### src/rtl/cpu_pkg.sv
// Shared CPU constants: opcodes, control-unit state codes
// and the one-hot instruction class bundle.
package cpu_pkg;

  localparam logic [4:0] OP_LD   = 5'b00000;
  localparam logic [4:0] OP_LDI  = 5'b00001;
  localparam logic [4:0] OP_ST   = 5'b00010;
  localparam logic [4:0] OP_ADD  = 5'b00011;
  localparam logic [4:0] OP_SUB  = 5'b00100;
  localparam logic [4:0] OP_AND  = 5'b01001;
  localparam logic [4:0] OP_OR   = 5'b01010;
  localparam logic [4:0] OP_ADDI = 5'b01011;
  localparam logic [4:0] OP_MUL  = 5'b01110;
  localparam logic [4:0] OP_DIV  = 5'b01111;
  localparam logic [4:0] OP_JR   = 5'b10011;
  localparam logic [4:0] OP_JAL  = 5'b10100;
  localparam logic [4:0] OP_MFHI = 5'b10111;
  localparam logic [4:0] OP_MFLO = 5'b11000;
  localparam logic [4:0] OP_NOP  = 5'b11001;
  localparam logic [4:0] OP_HALT = 5'b11010;

  localparam logic [3:0] S_RESET = 4'b0000;
  localparam logic [3:0] S_T0    = 4'b0111;
  localparam logic [3:0] S_T1    = 4'b1000;
  localparam logic [3:0] S_T2    = 4'b1001;
  localparam logic [3:0] S_T3    = 4'b1010;
  localparam logic [3:0] S_T4    = 4'b1011;
  localparam logic [3:0] S_T5    = 4'b1100;
  localparam logic [3:0] S_T6    = 4'b1101;
  localparam logic [3:0] S_T7    = 4'b1110;
  localparam logic [3:0] S_HALT  = 4'b1111;

  typedef struct packed {
    logic ld;
    logic ldi;
    logic st;
    logic add_op;
    logic sub_op;
    logic and_op;
    logic or_op;
    logic addi;
    logic mul;
    logic div;
    logic jr;
    logic jal;
    logic mfhi;
    logic mflo;
    logic nop;
    logic halt;
    logic ill;
  } iclass_t;

endpackage

### src/rtl/control_opdecode.sv
// Opcode to one-hot instruction class; every code outside
// the defined set lands in the ill bit.
module control_opdecode
  import cpu_pkg::*;
(
  input  logic [4:0] opcode,
  output iclass_t    cls
);

  always_comb begin
    cls = '0;
    unique case (opcode)
      OP_LD:   cls.ld     = 1'b1;
      OP_LDI:  cls.ldi    = 1'b1;
      OP_ST:   cls.st     = 1'b1;
      OP_ADD:  cls.add_op = 1'b1;
      OP_SUB:  cls.sub_op = 1'b1;
      OP_AND:  cls.and_op = 1'b1;
      OP_OR:   cls.or_op  = 1'b1;
      OP_ADDI: cls.addi   = 1'b1;
      OP_MUL:  cls.mul    = 1'b1;
      OP_DIV:  cls.div    = 1'b1;
      OP_JR:   cls.jr     = 1'b1;
      OP_JAL:  cls.jal    = 1'b1;
      OP_MFHI: cls.mfhi   = 1'b1;
      OP_MFLO: cls.mflo   = 1'b1;
      OP_NOP:  cls.nop    = 1'b1;
      OP_HALT: cls.halt   = 1'b1;
      default: cls.ill    = 1'b1;
    endcase
  end

endmodule

### src/rtl/control_unit.sv
// Moore sequencing FSM for the multi-cycle datapath:
// fetch in T0-T2, opcode-dependent execute in T3-T7.
module control_unit
  import cpu_pkg::*;
#(
  parameter bit NOP_ON_ILLEGAL = 1'b1
) (
  input  logic        clk,
  input  logic        clr,
  input  logic [31:0] ir,
  output logic        run,
  output logic [3:0]  present_state,
  output logic        PCout,
  output logic        Zlowout,
  output logic        Zhighout,
  output logic        MDRout,
  output logic        Cout,
  output logic        BAout,
  output logic        HIout,
  output logic        LOout,
  output logic        IN_Portout,
  output logic        MARIn,
  output logic        PCIn,
  output logic        MDRIn,
  output logic        IRIn,
  output logic        YIn,
  output logic        ZIn,
  output logic        HiIn,
  output logic        LoIn,
  output logic        CIn,
  output logic        InIn,
  output logic        OutIn,
  output logic        CONIn,
  output logic        RIn,
  output logic        Gra,
  output logic        Grb,
  output logic        Grc,
  output logic        Rout,
  output logic        IncPC,
  output logic        read,
  output logic        write,
  output logic        add,
  output logic        subtract,
  output logic        multiply,
  output logic        divide,
  output logic        andSignal,
  output logic        orSignal
);

  logic [3:0] state;
  logic [3:0] nxt;
  iclass_t    cls;
  logic       ir_unused;
  logic       alu;
  logic       to_halt;
  logic       end3;
  logic       end5;
  logic       end6;

  assign ir_unused = ^ir[26:0];

  control_opdecode u_dec (
    .opcode (ir[31:27]),
    .cls    (cls)
  );

  assign alu = cls.add_op | cls.sub_op
             | cls.and_op | cls.or_op;

  assign to_halt = cls.halt
                 | (cls.ill & ~NOP_ON_ILLEGAL);
  assign end3 = cls.nop | cls.jr | cls.mfhi
              | cls.mflo | cls.ill;
  assign end5 = alu | cls.addi | cls.ldi;
  assign end6 = cls.mul | cls.div;

  always_ff @(posedge clk) begin
    if (clr) state <= S_RESET;
    else     state <= nxt;
  end

  always_comb begin
    nxt = S_RESET;
    unique case (state)
      S_RESET: nxt = S_T0;
      S_T0:    nxt = S_T1;
      S_T1:    nxt = S_T2;
      S_T2:    nxt = S_T3;
      S_T3:
        if (to_halt)   nxt = S_HALT;
        else if (end3) nxt = S_T0;
        else           nxt = S_T4;
      S_T4:    nxt = cls.jal ? S_T0 : S_T5;
      S_T5:    nxt = end5 ? S_T0 : S_T6;
      S_T6:    nxt = end6 ? S_T0 : S_T7;
      S_T7:    nxt = S_T0;
      S_HALT:  nxt = S_HALT;
      default: nxt = S_RESET;
    endcase
  end

  assign present_state = state;
  assign run        = (state != S_HALT);
  assign IN_Portout = 1'b0;
  assign CIn        = 1'b0;
  assign InIn       = 1'b0;
  assign OutIn      = 1'b0;
  assign CONIn      = 1'b0;

  // Strobes depend only on state and the stable IR opcode.
  always_comb begin
    PCout = 1'b0; Zlowout = 1'b0; Zhighout = 1'b0;
    MDRout = 1'b0; Cout = 1'b0; BAout = 1'b0;
    HIout = 1'b0; LOout = 1'b0;
    MARIn = 1'b0; PCIn = 1'b0; MDRIn = 1'b0;
    IRIn = 1'b0; YIn = 1'b0; ZIn = 1'b0;
    HiIn = 1'b0; LoIn = 1'b0; RIn = 1'b0;
    Gra = 1'b0; Grb = 1'b0; Grc = 1'b0;
    Rout = 1'b0; IncPC = 1'b0;
    read = 1'b0; write = 1'b0;
    add = 1'b0; subtract = 1'b0;
    multiply = 1'b0; divide = 1'b0;
    andSignal = 1'b0; orSignal = 1'b0;
    unique case (state)
      S_T0: begin
        PCout = 1'b1; MARIn = 1'b1;
        IncPC = 1'b1; ZIn = 1'b1;
      end
      S_T1: begin
        Zlowout = 1'b1; PCIn = 1'b1;
        read = 1'b1; MDRIn = 1'b1;
      end
      S_T2: begin
        MDRout = 1'b1; IRIn = 1'b1;
      end
      S_T3:
        unique case (1'b1)
          alu, cls.addi: begin
            Grb = 1'b1; Rout = 1'b1; YIn = 1'b1;
          end
          cls.ldi, cls.ld, cls.st: begin
            Grb = 1'b1; BAout = 1'b1; YIn = 1'b1;
          end
          cls.mul, cls.div: begin
            Gra = 1'b1; Rout = 1'b1; YIn = 1'b1;
          end
          cls.mfhi: begin
            HIout = 1'b1; Gra = 1'b1; RIn = 1'b1;
          end
          cls.mflo: begin
            LOout = 1'b1; Gra = 1'b1; RIn = 1'b1;
          end
          cls.jr: begin
            Gra = 1'b1; Rout = 1'b1; PCIn = 1'b1;
          end
          cls.jal: begin
            PCout = 1'b1; Grb = 1'b1; RIn = 1'b1;
          end
          default: ;
        endcase
      S_T4:
        unique case (1'b1)
          alu: begin
            Grc = 1'b1; Rout = 1'b1; ZIn = 1'b1;
            add       = cls.add_op;
            subtract  = cls.sub_op;
            andSignal = cls.and_op;
            orSignal  = cls.or_op;
          end
          cls.addi, cls.ldi, cls.ld, cls.st: begin
            Cout = 1'b1; add = 1'b1; ZIn = 1'b1;
          end
          cls.mul, cls.div: begin
            Grb = 1'b1; Rout = 1'b1; ZIn = 1'b1;
            multiply = cls.mul;
            divide   = cls.div;
          end
          cls.jal: begin
            Gra = 1'b1; Rout = 1'b1; PCIn = 1'b1;
          end
          default: ;
        endcase
      S_T5:
        unique case (1'b1)
          alu, cls.addi, cls.ldi: begin
            Zlowout = 1'b1; Gra = 1'b1; RIn = 1'b1;
          end
          cls.ld, cls.st: begin
            Zlowout = 1'b1; MARIn = 1'b1;
          end
          cls.mul, cls.div: begin
            Zlowout = 1'b1; LoIn = 1'b1;
          end
          default: ;
        endcase
      S_T6:
        unique case (1'b1)
          cls.ld: begin
            read = 1'b1; MDRIn = 1'b1;
          end
          cls.st: begin
            Gra = 1'b1; Rout = 1'b1; MDRIn = 1'b1;
          end
          cls.mul, cls.div: begin
            Zhighout = 1'b1; HiIn = 1'b1;
          end
          default: ;
        endcase
      S_T7:
        unique case (1'b1)
          cls.ld: begin
            MDRout = 1'b1; Gra = 1'b1; RIn = 1'b1;
          end
          cls.st: write = 1'b1;
          default: ;
        endcase
      default: ;
    endcase
  end

endmodule

### config.mk
export PLATFORM = sky130hd
export DESIGN_NAME = control_unit
export DESIGN_NICKNAME = d
export VERILOG_FILES = /design/src/rtl/cpu_pkg.sv /design/src/rtl/control_opdecode.sv /design/src/rtl/control_unit.sv
export SDC_FILE = /design/constraint.sdc
export NUM_CORES = 1
export LEC_CHECK = 0
export ABC_AREA = 1
export CAP_MARGIN = 20
export CORE_MARGIN = 1
export CORE_UTILIZATION = 34
export DETAILED_ROUTE_END_ITERATION = 8
export GPL_ROUTABILITY_DRIVEN = 0
export PLACE_DENSITY_LB_ADDON = 0.12
export SLEW_MARGIN = 30
export SYNTH_ARGS = -nofsm -noshare
export SYNTH_HDL_FRONTEND = slang
export SYNTH_SLANG_ARGS = --single-unit
### constraint.sdc
create_clock -name clk -period 3.7 [get_ports clk]
set_clock_uncertainty 0.15 [all_clocks]
set_input_delay 0.74 -clock clk [delete_from_list [all_inputs] [get_ports clk]]
set_output_delay 0.74 -clock clk [all_outputs]
set_load 0.02 [all_outputs]
==> summary.md <==
| Metric | Value |
|---|---|
| Status | `finished clean` |
| EDFF count, synth | `0` |
| Area after DPL | `1330 um^2` |
| Max reg flops | `4` |
| Mapped Cells | `170` |
| Largest net degree at the start of global routing | `13` |
| H-tree depth | `1` |
| Hold_ws | `0.465 ns` |
| Synth area leaders | `nor2_1 17%, nand2_1 13%, inv_1 11%` |
| HPWL Detailed | `2440 um` |
| Period minus WS final | `3.56 ns` |
| Most used DFF post-synth | `dfxtp_1` |
| Compound-Gate Fraction of Synth Area | `0.140` |
| Leading area contributor after synthesis | `nor2_1` |
| Root Buffer | `clkbuf_4` |
| Clock sinks | `4` |
| Adder-cell share of the synthesized area | `0` |
| CTS Buf Count | `3` |
| Core Rows | `17` |
| Final Hold Fails | `0` |
| TritonCTS clock tree | `done` |
| Max Cap Viol | `0` |
| Crit. End Element | `primary output` |
| Final WS setup | `0.139 ns` |
| VDD IR max | `0.000237 V` |
| Pleak | `0.748 nW` |
| RSZ-0062 raised after global routing | `no` |
| CTS max path bufs | `2` |
| Setup Buffers After CTS | `0` |
| Wire length per cell | `11.7 um` |
| Antenna Violating Nets Remaining | `0` |
| Most frequent cells in the layout | `38 x nor2_1, 31 x clkdlybuf4s50_1, 30 x nand2_1` |
| Nets@finish | `256` |
| Overall Global Routing Usage | `0.229` |
| First-pass GRT wire length | `4850 um` |
| HP Class | `flip-flop to flip-flop` |
| CP Data Arrival Time | `2.67 ns` |
| Critical path class | `input pin to primary output` |
| Setup tns final | `0 ns` |
| Ports | `74` |
| PortBufs | `41` |
| Area grow syn2layout | `59.6%` |
| Worst endpoint required time | `2.81 ns` |
| Die Y | `52.3 um` |
| Starting density of the core | `0.375` |
| Pwr dens | `303 nW/um^2` |
| # fillers | `259` |
| Non-filler cells in the finished layout | `248` |
| Top-area cell type share of the netlist area | `0.170` |
| Yosys warnings | `0` |
| Hold-fix buffer count after cts | `0` |
| Drt first pass iters | `4` |
| Initial antenna violation count | `0` |
| Yosys cell types | `24` |
| Critical Path Source Type | `input pin` |
| Post-place setup slack | `-0.0302 ns` |
| Synth Area in Simple Gates | `0.549` |
| DRT Wirelength | `2900 um` |
| Design area | `1370 um^2` |
| Commonest non-fill, non-tap cell in the layout | `nor2_1` |
| Fin crit share | `0.962` |
| Final Max Slew Viols | `0` |
| Routed via count | `1237` |
| CP max FO | `4` |
| Sequential area share after synthesis | `0.0930` |
| Core Area | `2300 um^2` |
| F_max | `281 MHz` |
| Die width | `52.3 um` |
| Clock transition at path regs | `0.04 ns` |
| Mapped cell area | `861 um^2` |
| GR Overflow Total | `0` |
| Die area | `2740 um^2` |
| Syn avg cell area | `5.06 um^2` |
| Multiplexer share of the synthesized area | `0` |
| Main combinational cell family by area after synthesis | `simple AND/OR/NAND/NOR gates` |
| Final setup fails | `0` |
| Vias per inst | `4.99` |
| Share of cells above drive strength 1 | `0.123` |
| DRC | `0` |
| Diode count | `0` |
| Number of global-route vias before repair | `1135` |
| Async SR Flop Fraction | `0` |
| XOR/XNOR share of the synthesized area | `0` |
| Placed cells | `245` |
| DR iter-0 viols | `59` |
| Clk Latency, worst-skew pair | `0.24 ns` |
| PostCTS Resize Cnt | `2` |
| Synth Register Bits | `4` |
final timing paths:
check                   startpoint                to  slack, ns  cells after the start
setup / recovery            ir[29]              HiIn       0.14                      7
hold / removal    present_state[3]  present_state[1]       0.47                      2
hold reg to reg   present_state[3]  present_state[1]       0.47                      2
setup reg to reg  present_state[3]  present_state[0]       2.00                      8
worst max-delay path, stage by stage:
cell	delay (ns)
clkdlybuf4s50_1	0.55
buf_4	0.15
nand2_1	0.08
nor2_1	0.20
nor2_4	0.09
nor2_1	0.21
clkdlybuf4s50_1	0.65
through the flow:
stage / total power, mW / utilization
after floorplan: 0.257 / -
after global placement: 0.353 / 0.580
after detailed placement: 0.359 / 0.580
after CTS: 0.417 / 0.588
after global routing: 0.456 / 0.598
final: 0.417 / 0.598
layout make-up:
cell class,instances,area [um^2],share of cell area
tap,28,35.0,0.0255
multi-input combinational,132,614,0.447
timing repair buffer,52,510,0.372
clock buffer,3,22.5,0.0164
inverter,29,111,0.0811
sequential,4,80.1,0.0583
layer usage:
metal / vias to the layer above / global-route usage / share of wire
met1: 552 / 0.285 / 0.41
li1: 628 / - / -
met3: 2 / 0.0319 / 0.070
met2: 55 / 0.411 / 0.52
met5: - / 0 / 0
met4: 0 / 0.0482 / 0.0021
cell usage after synthesis (2+ instances only):
library cell,count
a21oi_1,6
nor3_1,6
dfxtp_1,4
buf_6,2
nor2_4,3
nor2_1,39
inv_2,3
nand4_1,3
o21ai_1,2
nand3_1,18
inv_1,25
o21ai_0,10
buf_4,6
nand2_1,30
nor2_2,4
kinds of logic after synthesis:
| family | count (synthesis) |
|---|---|
| other | 1 |
| buffers and inverters | 38 |
| AND/OR/NAND/NOR | 105 |
| AO/OA/AOI/OAI | 22 |
| flip-flops | 4 |
report_power, final:
group          switching (mW)  internal [mW]
Combinational           0.168          0.103
Sequential             0.0273         0.0617
Clock                  0.0205         0.0365
Total                   0.216          0.201
No activity file was read; power rests on OpenSTA's default activity.
